## src/rtl/multicycle_control_unit.sv

```systemverilog
// Multi-cycle RV32I control FSM with inline ALU decode, illegal-opcode trap and retired-instruction counter.
// Optional macro MC_BRANCH_EXT_EN enables the full RV32I conditional-branch set.
module multicycle_control_unit #(
  parameter int ALU_CTRL_W      = 3,
  parameter int CNT_W           = 32,
  parameter int HALT_ON_ILLEGAL = 1
) (
  input  logic                  clk,
  input  logic                  reset,
  input  logic [6:0]            op,
  input  logic [2:0]            funct3,
  input  logic                  funct7_5,
  input  logic                  zero,
  input  logic                  lt,
  input  logic                  ltu,
  output logic                  pc_write,
  output logic                  adr_src,
  output logic                  mem_write,
  output logic                  ir_write,
  output logic                  reg_write,
  output logic [1:0]            result_src,
  output logic [1:0]            alu_src_a,
  output logic [1:0]            alu_src_b,
  output logic [1:0]            imm_src,
  output logic [ALU_CTRL_W-1:0] alu_control,
  output logic                  instr_done,
  output logic                  illegal,
  output logic [CNT_W-1:0]      instr_count
);

  typedef enum logic [3:0] {
    S_FETCH, S_DECODE, S_MEMADR, S_MEMREAD, S_MEMWB, S_MEMWRITE,
    S_EXECR, S_EXECI, S_ALUWB, S_BRANCH, S_JAL, S_TRAP
  } state_t;

  typedef enum logic [1:0] {ALU_OP_ADD, ALU_OP_SUB, ALU_OP_FUNCT} alu_op_t;

  localparam logic [6:0] OP_LOAD   = 7'b0000011;
  localparam logic [6:0] OP_STORE  = 7'b0100011;
  localparam logic [6:0] OP_RTYPE  = 7'b0110011;
  localparam logic [6:0] OP_ITYPE  = 7'b0010011;
  localparam logic [6:0] OP_BRANCH = 7'b1100011;
  localparam logic [6:0] OP_JAL    = 7'b1101111;

  state_t     state, next_state;
  alu_op_t    alu_op;
  logic [2:0] alu_ctrl3, alu_funct;
  logic       pc_update, branch, taken, branch_legal, decode_bad, nop_done;
  logic       mem_write_c, ir_write_c, reg_write_c;

  // Branch condition and legality: only beq in the base build.
`ifdef MC_BRANCH_EXT_EN
  always_comb begin
    taken = 1'b0;
    case (funct3)
      3'b000:  taken = zero;
      3'b001:  taken = !zero;
      3'b100:  taken = lt;
      3'b101:  taken = !lt;
      3'b110:  taken = ltu;
      3'b111:  taken = !ltu;
      default: taken = 1'b0;
    endcase
  end
  assign branch_legal = (funct3[2:1] != 2'b01);
`else
  logic unused_flags;
  assign unused_flags = lt ^ ltu;
  assign taken        = (funct3 == 3'b000) && zero;
  assign branch_legal = (funct3 == 3'b000);
`endif

  // NOTE: state registers use non-blocking assignments so every flop samples pre-edge values.
  always_ff @(posedge clk or posedge reset) begin
    if (reset) state <= S_FETCH;
    else       state <= next_state;
  end

  always_ff @(posedge clk or posedge reset) begin
    if (reset) begin
      illegal     <= 1'b0;
      nop_done    <= 1'b0;
      instr_count <= '0;
    end else begin
      if (decode_bad) illegal <= 1'b1;
      nop_done <= decode_bad && (HALT_ON_ILLEGAL == 0);
      if (instr_done) instr_count <= instr_count + CNT_W'(1);
    end
  end

  // NOTE: every combinational output gets a default first so no path can infer a latch.
  always_comb begin
    next_state  = state;
    adr_src     = 1'b0;
    mem_write_c = 1'b0;
    ir_write_c  = 1'b0;
    reg_write_c = 1'b0;
    result_src  = 2'b00;
    alu_src_a   = 2'b00;
    alu_src_b   = 2'b00;
    imm_src     = 2'b00;
    alu_op      = ALU_OP_ADD;
    pc_update   = 1'b0;
    branch      = 1'b0;
    instr_done  = 1'b0;
    decode_bad  = 1'b0;
    case (state)
      S_FETCH: begin
        ir_write_c = 1'b1;
        alu_src_b  = 2'b10;
        result_src = 2'b10;
        pc_update  = 1'b1;
        instr_done = nop_done;
        next_state = S_DECODE;
      end
      S_DECODE: begin
        alu_src_a = 2'b01;
        alu_src_b = 2'b01;
        imm_src   = 2'b10;
        case (op)
          OP_LOAD, OP_STORE: next_state = S_MEMADR;
          OP_RTYPE:          next_state = S_EXECR;
          OP_ITYPE:          next_state = S_EXECI;
          OP_BRANCH: begin
            next_state = S_BRANCH;
            decode_bad = !branch_legal;
          end
          OP_JAL:            next_state = S_JAL;
          default:           decode_bad = 1'b1;
        endcase
        if (decode_bad) next_state = (HALT_ON_ILLEGAL != 0) ? S_TRAP : S_FETCH;
      end
      S_MEMADR: begin
        alu_src_a  = 2'b10;
        alu_src_b  = 2'b01;
        imm_src    = op[5] ? 2'b01 : 2'b00;
        next_state = op[5] ? S_MEMWRITE : S_MEMREAD;
      end
      S_MEMREAD: begin
        adr_src    = 1'b1;
        next_state = S_MEMWB;
      end
      S_MEMWB: begin
        result_src  = 2'b01;
        reg_write_c = 1'b1;
        instr_done  = 1'b1;
        next_state  = S_FETCH;
      end
      S_MEMWRITE: begin
        adr_src     = 1'b1;
        mem_write_c = 1'b1;
        instr_done  = 1'b1;
        next_state  = S_FETCH;
      end
      S_EXECR: begin
        alu_src_a  = 2'b10;
        alu_op     = ALU_OP_FUNCT;
        next_state = S_ALUWB;
      end
      S_EXECI: begin
        alu_src_a  = 2'b10;
        alu_src_b  = 2'b01;
        alu_op     = ALU_OP_FUNCT;
        next_state = S_ALUWB;
      end
      S_ALUWB: begin
        reg_write_c = 1'b1;
        instr_done  = 1'b1;
        next_state  = S_FETCH;
      end
      S_BRANCH: begin
        alu_src_a  = 2'b10;
        alu_op     = ALU_OP_SUB;
        branch     = 1'b1;
        instr_done = 1'b1;
        next_state = S_FETCH;
      end
      S_JAL: begin
        alu_src_a  = 2'b01;
        alu_src_b  = 2'b10;
        pc_update  = 1'b1;
        next_state = S_ALUWB;
      end
      S_TRAP:  next_state = S_TRAP;
      default: next_state = S_FETCH;
    endcase
  end

  // funct7_5 selects sub only for register-register ops (op[5] set).
  always_comb begin
    alu_funct = 3'b000;
    case (funct3)
      3'b000:  alu_funct = ({op[5], funct7_5} == 2'b11) ? 3'b001 : 3'b000;
      3'b010:  alu_funct = 3'b101;
      3'b110:  alu_funct = 3'b011;
      3'b111:  alu_funct = 3'b010;
      default: alu_funct = 3'b000;
    endcase
  end

  always_comb begin
    alu_ctrl3 = 3'b000;
    case (alu_op)
      ALU_OP_SUB:   alu_ctrl3 = 3'b001;
      ALU_OP_FUNCT: alu_ctrl3 = alu_funct;
      default:      alu_ctrl3 = 3'b000;
    endcase
  end

  assign alu_control = ALU_CTRL_W'(alu_ctrl3);

  // Reset masks write enables combinationally since FETCH itself asserts ir_write and pc_update.
  assign pc_write  = !reset && (pc_update || (branch && taken));
  assign mem_write = !reset && mem_write_c;
  assign ir_write  = !reset && ir_write_c;
  assign reg_write = !reset && reg_write_c;

endmodule

```

## config.mk

```make
export PLATFORM = sky130hd
export DESIGN_NAME = multicycle_control_unit
export DESIGN_NICKNAME = d
export VERILOG_FILES = /design/src/rtl/multicycle_control_unit.sv
export SDC_FILE = /design/constraint.sdc
export NUM_CORES = 1
export LEC_CHECK = 0
export BUFFER_PORTS_ARGS = -buffer_cell sky130_fd_sc_hd__buf_4
export CAP_MARGIN = 25
export CORE_ASPECT_RATIO = 2
export CORE_MARGIN = 3
export CORE_UTILIZATION = 50
export CTS_CLUSTER_SIZE = 28
export DETAILED_ROUTE_END_ITERATION = 10
export PLACE_DENSITY = 0.79
export REMOVE_ABC_BUFFERS = 1
export SYNTH_ARGS = -nofsm -noshare
export SYNTH_HDL_FRONTEND = slang
export SYNTH_SLANG_ARGS = --single-unit
```

## constraint.sdc

```tcl
create_clock -name clk -period 3.81 [get_ports clk]
set_clock_uncertainty 0.2 [all_clocks]
set_input_delay 0.381 -clock clk [delete_from_list [all_inputs] [get_ports clk]]
set_output_delay 0.381 -clock clk [all_outputs]
set_load 0.1 [all_outputs]
```

-- Yosys cells after proc, flatten, opt, wreduce, memory -nomap -nowiden
Cells that the tools add are included.
- add/subtract/negate cells: 1
- eq/ne operators: 24
- multiplexer cells: 23
- reductions and logical operators: 22
- operators with widths (kind ; number):
    adder 32 x 1 -> 32 bit (second input constant) ; 1
    one-hot mux 4 bit (6 select lines) ; 1
    one-hot mux 2 bit (2 select lines) ; 5
    one-hot mux 4 bit (5 select lines) ; 1
    equality test 4 x 3 -> 1 bit (second input constant) ; 4
    equality test 4 bit (second input constant) ; 4
    equality test 7 x 6 -> 1 bit (second input constant) ; 2
    equality test 7 bit (second input constant) ; 2
    one-hot mux 3 bit (4 select lines) ; 1
    OR reduction 2 bit ; 6
    two-way mux 1 bit ; 11
    equality test 4 x 2 -> 1 bit (second input constant) ; 2
    OR reduction 4 bit ; 2
    equality test 7 x 2 -> 1 bit (second input constant) ; 1
    equality test 7 x 5 -> 1 bit (second input constant) ; 1
    inequality test 7 x 2 -> 1 bit (second input constant) ; 1
    equality test 3 bit (second input constant) ; 2
    logical AND 1 bit ; 6
    one-hot mux 3 bit (2 select lines) ; 1
    OR reduction 3 bit ; 2
    OR reduction 5 bit ; 1
    equality test 2 bit (second input constant) ; 2
    equality test 4 x 1 -> 1 bit (second input constant) ; 1
    zero test 4 bit ; 1
    8 further kinds ; 9
- flip-flop bits (word level): 37
- input bits: 16
- word-level logic and storage cells: 73

-- Logic depth before layout (Yosys ltp)
- depth in word-level cells: 6
- gate-level depth with buffers: 8
- depth with buffers taken out: 7

-- Least setup slack after synthesis
Ideal clock, no wire load.
- kind: register to output
- start point: reg state[3]
- end point: out ir_write
- arrival: 4.674 ns
- required time: 3.229 ns
- setup slack: -1.445 ns
- stages on the path, launching flop included: 5
- cell sequence: dfrtp_1 > buf_2 > buf_1 > nor4_1 > and2_1
- cells in the longest elaborated chain, start to end: 3
- ends and longest elaborated chain (what ; RTL line ; text):
    from (decl) ; 45 ; state_t state, next_state;
    from (signal assigned) ; 76 ; else state <= next_state;
    zero test 4 bit ; 107 ; case (state)
    two-way mux 1 bit ; 107 ;
    logical AND 1 bit ; 215 ; assign ir_write = !reset && ir_write_c;
    to (decl) ; 19 ; output logic ir_write,
Every way passes these cells.

-- Final worst setup path
- start point: reg state[1]
- end point: out alu_control[2]
- cells in the longest elaborated chain, start to end: 5
- elaborated cells on any way between the ends: 8
- those cells by class: eq/ne: 5; mux: 2; reduce/logical: 1
- ends and longest elaborated chain (what ; RTL line ; text):
    equality test 4 x 3 -> 1 bit ; 107 ;
    OR reduction 2 bit (no source line) ; n/a ;
    one-hot mux 2 bit (2 select lines) (*) ; 107 ;
    equality test 2 bit or equality test 2 x 1 -> 1 bit (tied branches) ; 203 ; case (alu_op)
    one-hot mux 3 bit (2 select lines) (*) ; 203 ;
    to (decl) ; 25 ; output logic [ALU_CTRL_W-1:0] alu_control,
Mark *: on every way between the ends. The rest lies on a longest branch, timed or not.

==> results.md <==
Synthesis:
- For this run, the leading register cell type out of synthesis is sky130_fd_sc_hd__dfrtp_1.
- By count the netlist is led by sky130_fd_sc_hd__dfrtp_1 (37), sky130_fd_sc_hd__xnor2_1 (21), sky130_fd_sc_hd__nand2_1 (19), sky130_fd_sc_hd__nor2_1 (15), sky130_fd_sc_hd__xor2_1 (13).
- The most frequently used cell type in the post-synthesis netlist is sky130_fd_sc_hd__dfrtp_1.
- The synthesized area per cell is roughly 9.9 um^2.
- The synthesized design contains 0 enable-type register cells.
- The number of instances in the synthesized netlist is just over 200.
- The largest total area in the synthesized netlist belongs to sky130_fd_sc_hd__dfrtp_1.
- The number of flip-flops and latches in the synthesized netlist is 37.
- The netlist uses 38 different library cells.
- During synthesis, Yosys emitted a total of 0 warnings.
- For this run, asynchronously set or reset flops after synthesis account for 1.00.
- In the post-synthesis netlist, the biggest area contributors are sky130_fd_sc_hd__dfrtp_1 (46%), sky130_fd_sc_hd__xnor2_1 (9.2%), sky130_fd_sc_hd__xor2_1 (5.7%), sky130_fd_sc_hd__nand2_1 (3.6%), sky130_fd_sc_hd__and3_1 (3.4%).
- Of the post-synthesis cell area, the dominant cell type holds 0.463.
- The synthesized netlist occupies a cell area of 2000 um^2.
- Of the synthesized area, sequential elements account for 0.463.

Floorplan:
- The area of the core is about 3700 um^2.
- The full die area is a little under 5000 um^2.
- In this run the count of I/O pins placed on the die edge is between 60 and 70.
- The effective utilization at floorplan is 0.537.
- The floorplan step set the die width to between 50 and 60 um.
- The number of cell rows is 31.
- The vertical die dimension is 95.5 um.

GRT:
- In the global route stage, overall resource usage came out at 0.197.
- The global-route wire length before repair is around 7300 um.
- The residual overflow from global routing is 0.
- The initial antenna violation count is 0.
- The pin count of the biggest net entering global routing is 39.
- The via count of the first global-routing pass was ~1700.

Drt:
- The routed length per placed instance is approximately 14 um.
- The count of TritonRoute iterations in the first routing pass is 4.
- The number of DRC markers in iteration 0 is 43.
- For this run, design rule violations remaining after detail routing come to 0.
- The final route contains 1716 vias.
- The average vias per placed instance is 5.41.
- The detailed-route wire length is roughly 4400 um.
- The number of routed nets with antenna violations is 0.

Worst setup path:
- In this run the critical register-to-register path is launched from state[1]$_DFFE_PP0P_.
- The category of the critical setup timing path is flip-flop to output port.
- The worst setup path is launched from a flip-flop.
- The number of cells on the worst reg-to-reg path is 5.
- Of all nets on the critical path, the largest fanout is 20.
- The arrival time at the worst endpoint is about 2.3 ns.
- Data on the critical path is required at its endpoint by ~3.2 ns.
- The flop-to-flop setup slack is between 1 and 1.5 ns.
- STA classifies the critical path endpoint as an output port.
- The worst flop-to-flop path endpoint is state[1]$_DFFE_PP0P_.

STA:
- The worst slack on hold paths is roughly 0.033 ns.
- In the post-route analysis, the smallest setup slack over all paths is between 0.8 and 0.9 ns.
- For this run, the top clock speed supported by timing is approximately 0.34 GHz.
- The shortest period the worst path allows is ~2.9 ns.
- The ratio of final minimum period to clock period is 0.767.
- At the pin with the least slew margin, the transition time is between 0.7 and 0.8 ns.
- The normalized max-slew margin is 0.484.
- Setup repair after global routing left no endpoint under its margin.
- The final count of hold timing violations was 0.
- The count of pins over their slew limit came to 0.
- Setup violations remaining at the end of the flow were counted as 0.
- The sum of negative setup slack is 0 ns.

Flow run:
- Across the run, the number of max-cap violations was 0.

CTS:
- CTS saw 37 sinks.
- The clock root buffer is sky130_fd_sc_hd__clkbuf_8.
- The number of clock buffers inserted by TritonCTS is 5.
- The count of cells resized by post-cts repair is 0.
- The clock transition time at the flip-flop clock pins of the worst setup and hold paths is around 0.070 ns.
- The post-cts hold buffer count is 0.
- The maximum level of the CTS H-tree is 2.
- Once the clock tree was built, the setup fixing pass inserted 0 buffers.
- The CTS tree is done.
- The maximum buffer depth of the clock tree is 2.
- The clock latency on the worst-skew pair is ~0.29 ns.

Layout:
- The area taken by multi-input logic gates is 1020 um^2.
- Measured on the finished design, the core utilization comes to 0.700.
- The net count of the finished layout is about 290.
- The final antenna diode count is 0.
- In the final layout, the share of cells above drive strength 1 is 0.299.
- After filler insertion, the fill cell instance count of the layout stands at 319.
- Registers take ~900 um^2.
- Relative to the synthesized area, the layout overhead comes to 30.3%.

Placement:
- The worst setup slack before clock tree synthesis is 1.19 ns.
- Routability-driven placement finished with a final weighted congestion of 0.777.
- The final HPWL from detailed placement is ~3400 um.
- The count of input and output buffers is between 60 and 70.

Power and ir drop:
- The power per cell area is 817 nW/um^2.
- The worst-case IR drop observed on VDD is 1.51 mV.
- The analysis attributes to cell leakage a power of roughly 1.3 nW.

Status:
- The run finished with clean final reports.

Min path:
- The worst hold path belongs to the class input port to async pin.
[critical path, stage by stage (launching register included)]
cell and delay (ns):
sky130_fd_sc_hd__dfrtp_1 0.82, sky130_fd_sc_hd__inv_1 0.20, sky130_fd_sc_hd__nand3_1 0.19, sky130_fd_sc_hd__ha_1 0.28
sky130_fd_sc_hd__nor4_1 0.23, sky130_fd_sc_hd__buf_4 0.33
[power breakdown]
part           total [W]  leakage, nW  switching [W]  internal [W]
clock network   0.000282       0.0512       0.000136      0.000146
logic            0.00127        0.726       0.000991      0.000280
registers       0.000574        0.497       0.000133      0.000442
total            0.00213         1.27        0.00126      0.000868
[kinds of logic after synthesis]
logic type | after synthesis | share of synthesized area
multiplexers | 2 | 0.0113
flip-flops | 37 | 0.463
AND/OR/NAND/NOR | 98 | 0.280
XOR/XNOR | 35 | 0.157
AO/OA/AOI/OAI | 15 | 0.0432
buffers and inverters | 13 | 0.0275
adder cells (fa/ha/maj) | 3 | 0.0188
[sequential cells by signal (all words and copies together) (netlist names)]
register / flops
state: 4
illegal: 1
instr_count: 32
[how the worst max path moves through the flow]
stage                                 to  depth (start not counted)            startpoint  slack [ns]
after CTS                 alu_control[2]                          5  state[1]$_DFFE_PP0P_        0.86
after floorplan                 ir_write                          2  state[1]$_DFFE_PP0P_       -1.35
after global routing      alu_control[0]                          7  state[1]$_DFFE_PP0P_        0.72
after global placement    alu_control[2]                          5  state[1]$_DFFE_PP0P_        1.25
after detailed placement  alu_control[2]                          5  state[1]$_DFFE_PP0P_        1.19
final                     alu_control[2]                          5  state[1]$_DFFE_PP0P_        0.89
[routing by layer]
layer	vias to the layer above	share of wire	global-route usage
met5	-	0	0
met4	0	0.023	0.0944
met3	10	0.042	0.0329
met2	56	0.57	0.370
met1	813	0.37	0.204
li1	837	-	-
[area by class of cell]
class,instances,share of cell area
clock buffers,6,0.0317
clock inverters,2,0.00528
inverters,6,0.00864
multi-input cells,153,0.391
flip-flops and latches,37,0.355
well taps,49,0.0235
repair buffers,64,0.184
[stage by stage]
stage,total power [W],instance area (um^2),instances
after floorplan,0.00160,1970,196
after global placement,0.00185,2510,309
after detailed placement,0.00186,2510,309
after CTS,0.00214,2610,317
after global routing,0.00222,2610,317
final,0.00213,2610,317
[placed cells by master (no fill, tap or decap)]
master | synthesis | final
sky130_fd_sc_hd__xor2_1 | 13 | 13
sky130_fd_sc_hd__or2_2 | 2 | 2
sky130_fd_sc_hd__a211oi_1 | 1 | 1
sky130_fd_sc_hd__and2_1 | 1 | 1
sky130_fd_sc_hd__and4_1 | 2 | 2
sky130_fd_sc_hd__ha_1 | 3 | 3
sky130_fd_sc_hd__mux2_2 | 2 | 2
sky130_fd_sc_hd__dfrtp_1 | 37 | 37
sky130_fd_sc_hd__nand2b_1 | 4 | 4
sky130_fd_sc_hd__nor3b_1 | 2 | 2
sky130_fd_sc_hd__nand4_1 | 11 | 11
sky130_fd_sc_hd__nor4_1 | 4 | 4
sky130_fd_sc_hd__o211ai_1 | 1 | 1
sky130_fd_sc_hd__nand3_1 | 11 | 11
sky130_fd_sc_hd__nor4_4 | 1 | 1
sky130_fd_sc_hd__inv_1 | 6 | 6
sky130_fd_sc_hd__clkbuf_8 | 0 | 6
sky130_fd_sc_hd__xnor2_1 | 21 | 21
sky130_fd_sc_hd__o21ai_0 | 2 | 2
sky130_fd_sc_hd__nor3_2 | 1 | 1
sky130_fd_sc_hd__nor4bb_1 | 1 | 1
sky130_fd_sc_hd__o31ai_1 | 1 | 1
sky130_fd_sc_hd__clkinv_2 | 0 | 1
sky130_fd_sc_hd__nor2b_1 | 1 | 1
sky130_fd_sc_hd__clkinv_4 | 0 | 1
sky130_fd_sc_hd__a21oi_1 | 6 | 6
sky130_fd_sc_hd__buf_4 | 1 | 64
sky130_fd_sc_hd__nor4b_4 | 1 | 1
sky130_fd_sc_hd__a31oi_1 | 3 | 3
sky130_fd_sc_hd__nor3_1 | 8 | 8
sky130_fd_sc_hd__nor4b_1 | 1 | 1
sky130_fd_sc_hd__and3_1 | 11 | 11
sky130_fd_sc_hd__nand4bb_1 | 1 | 1
sky130_fd_sc_hd__o21ai_1 | 1 | 1
sky130_fd_sc_hd__xnor2_2 | 1 | 1
sky130_fd_sc_hd__nand2_1 | 19 | 19
sky130_fd_sc_hd__or3_1 | 1 | 1
sky130_fd_sc_hd__nor2_1 | 15 | 15
No activity file was read; power rests on OpenSTA's default activity.
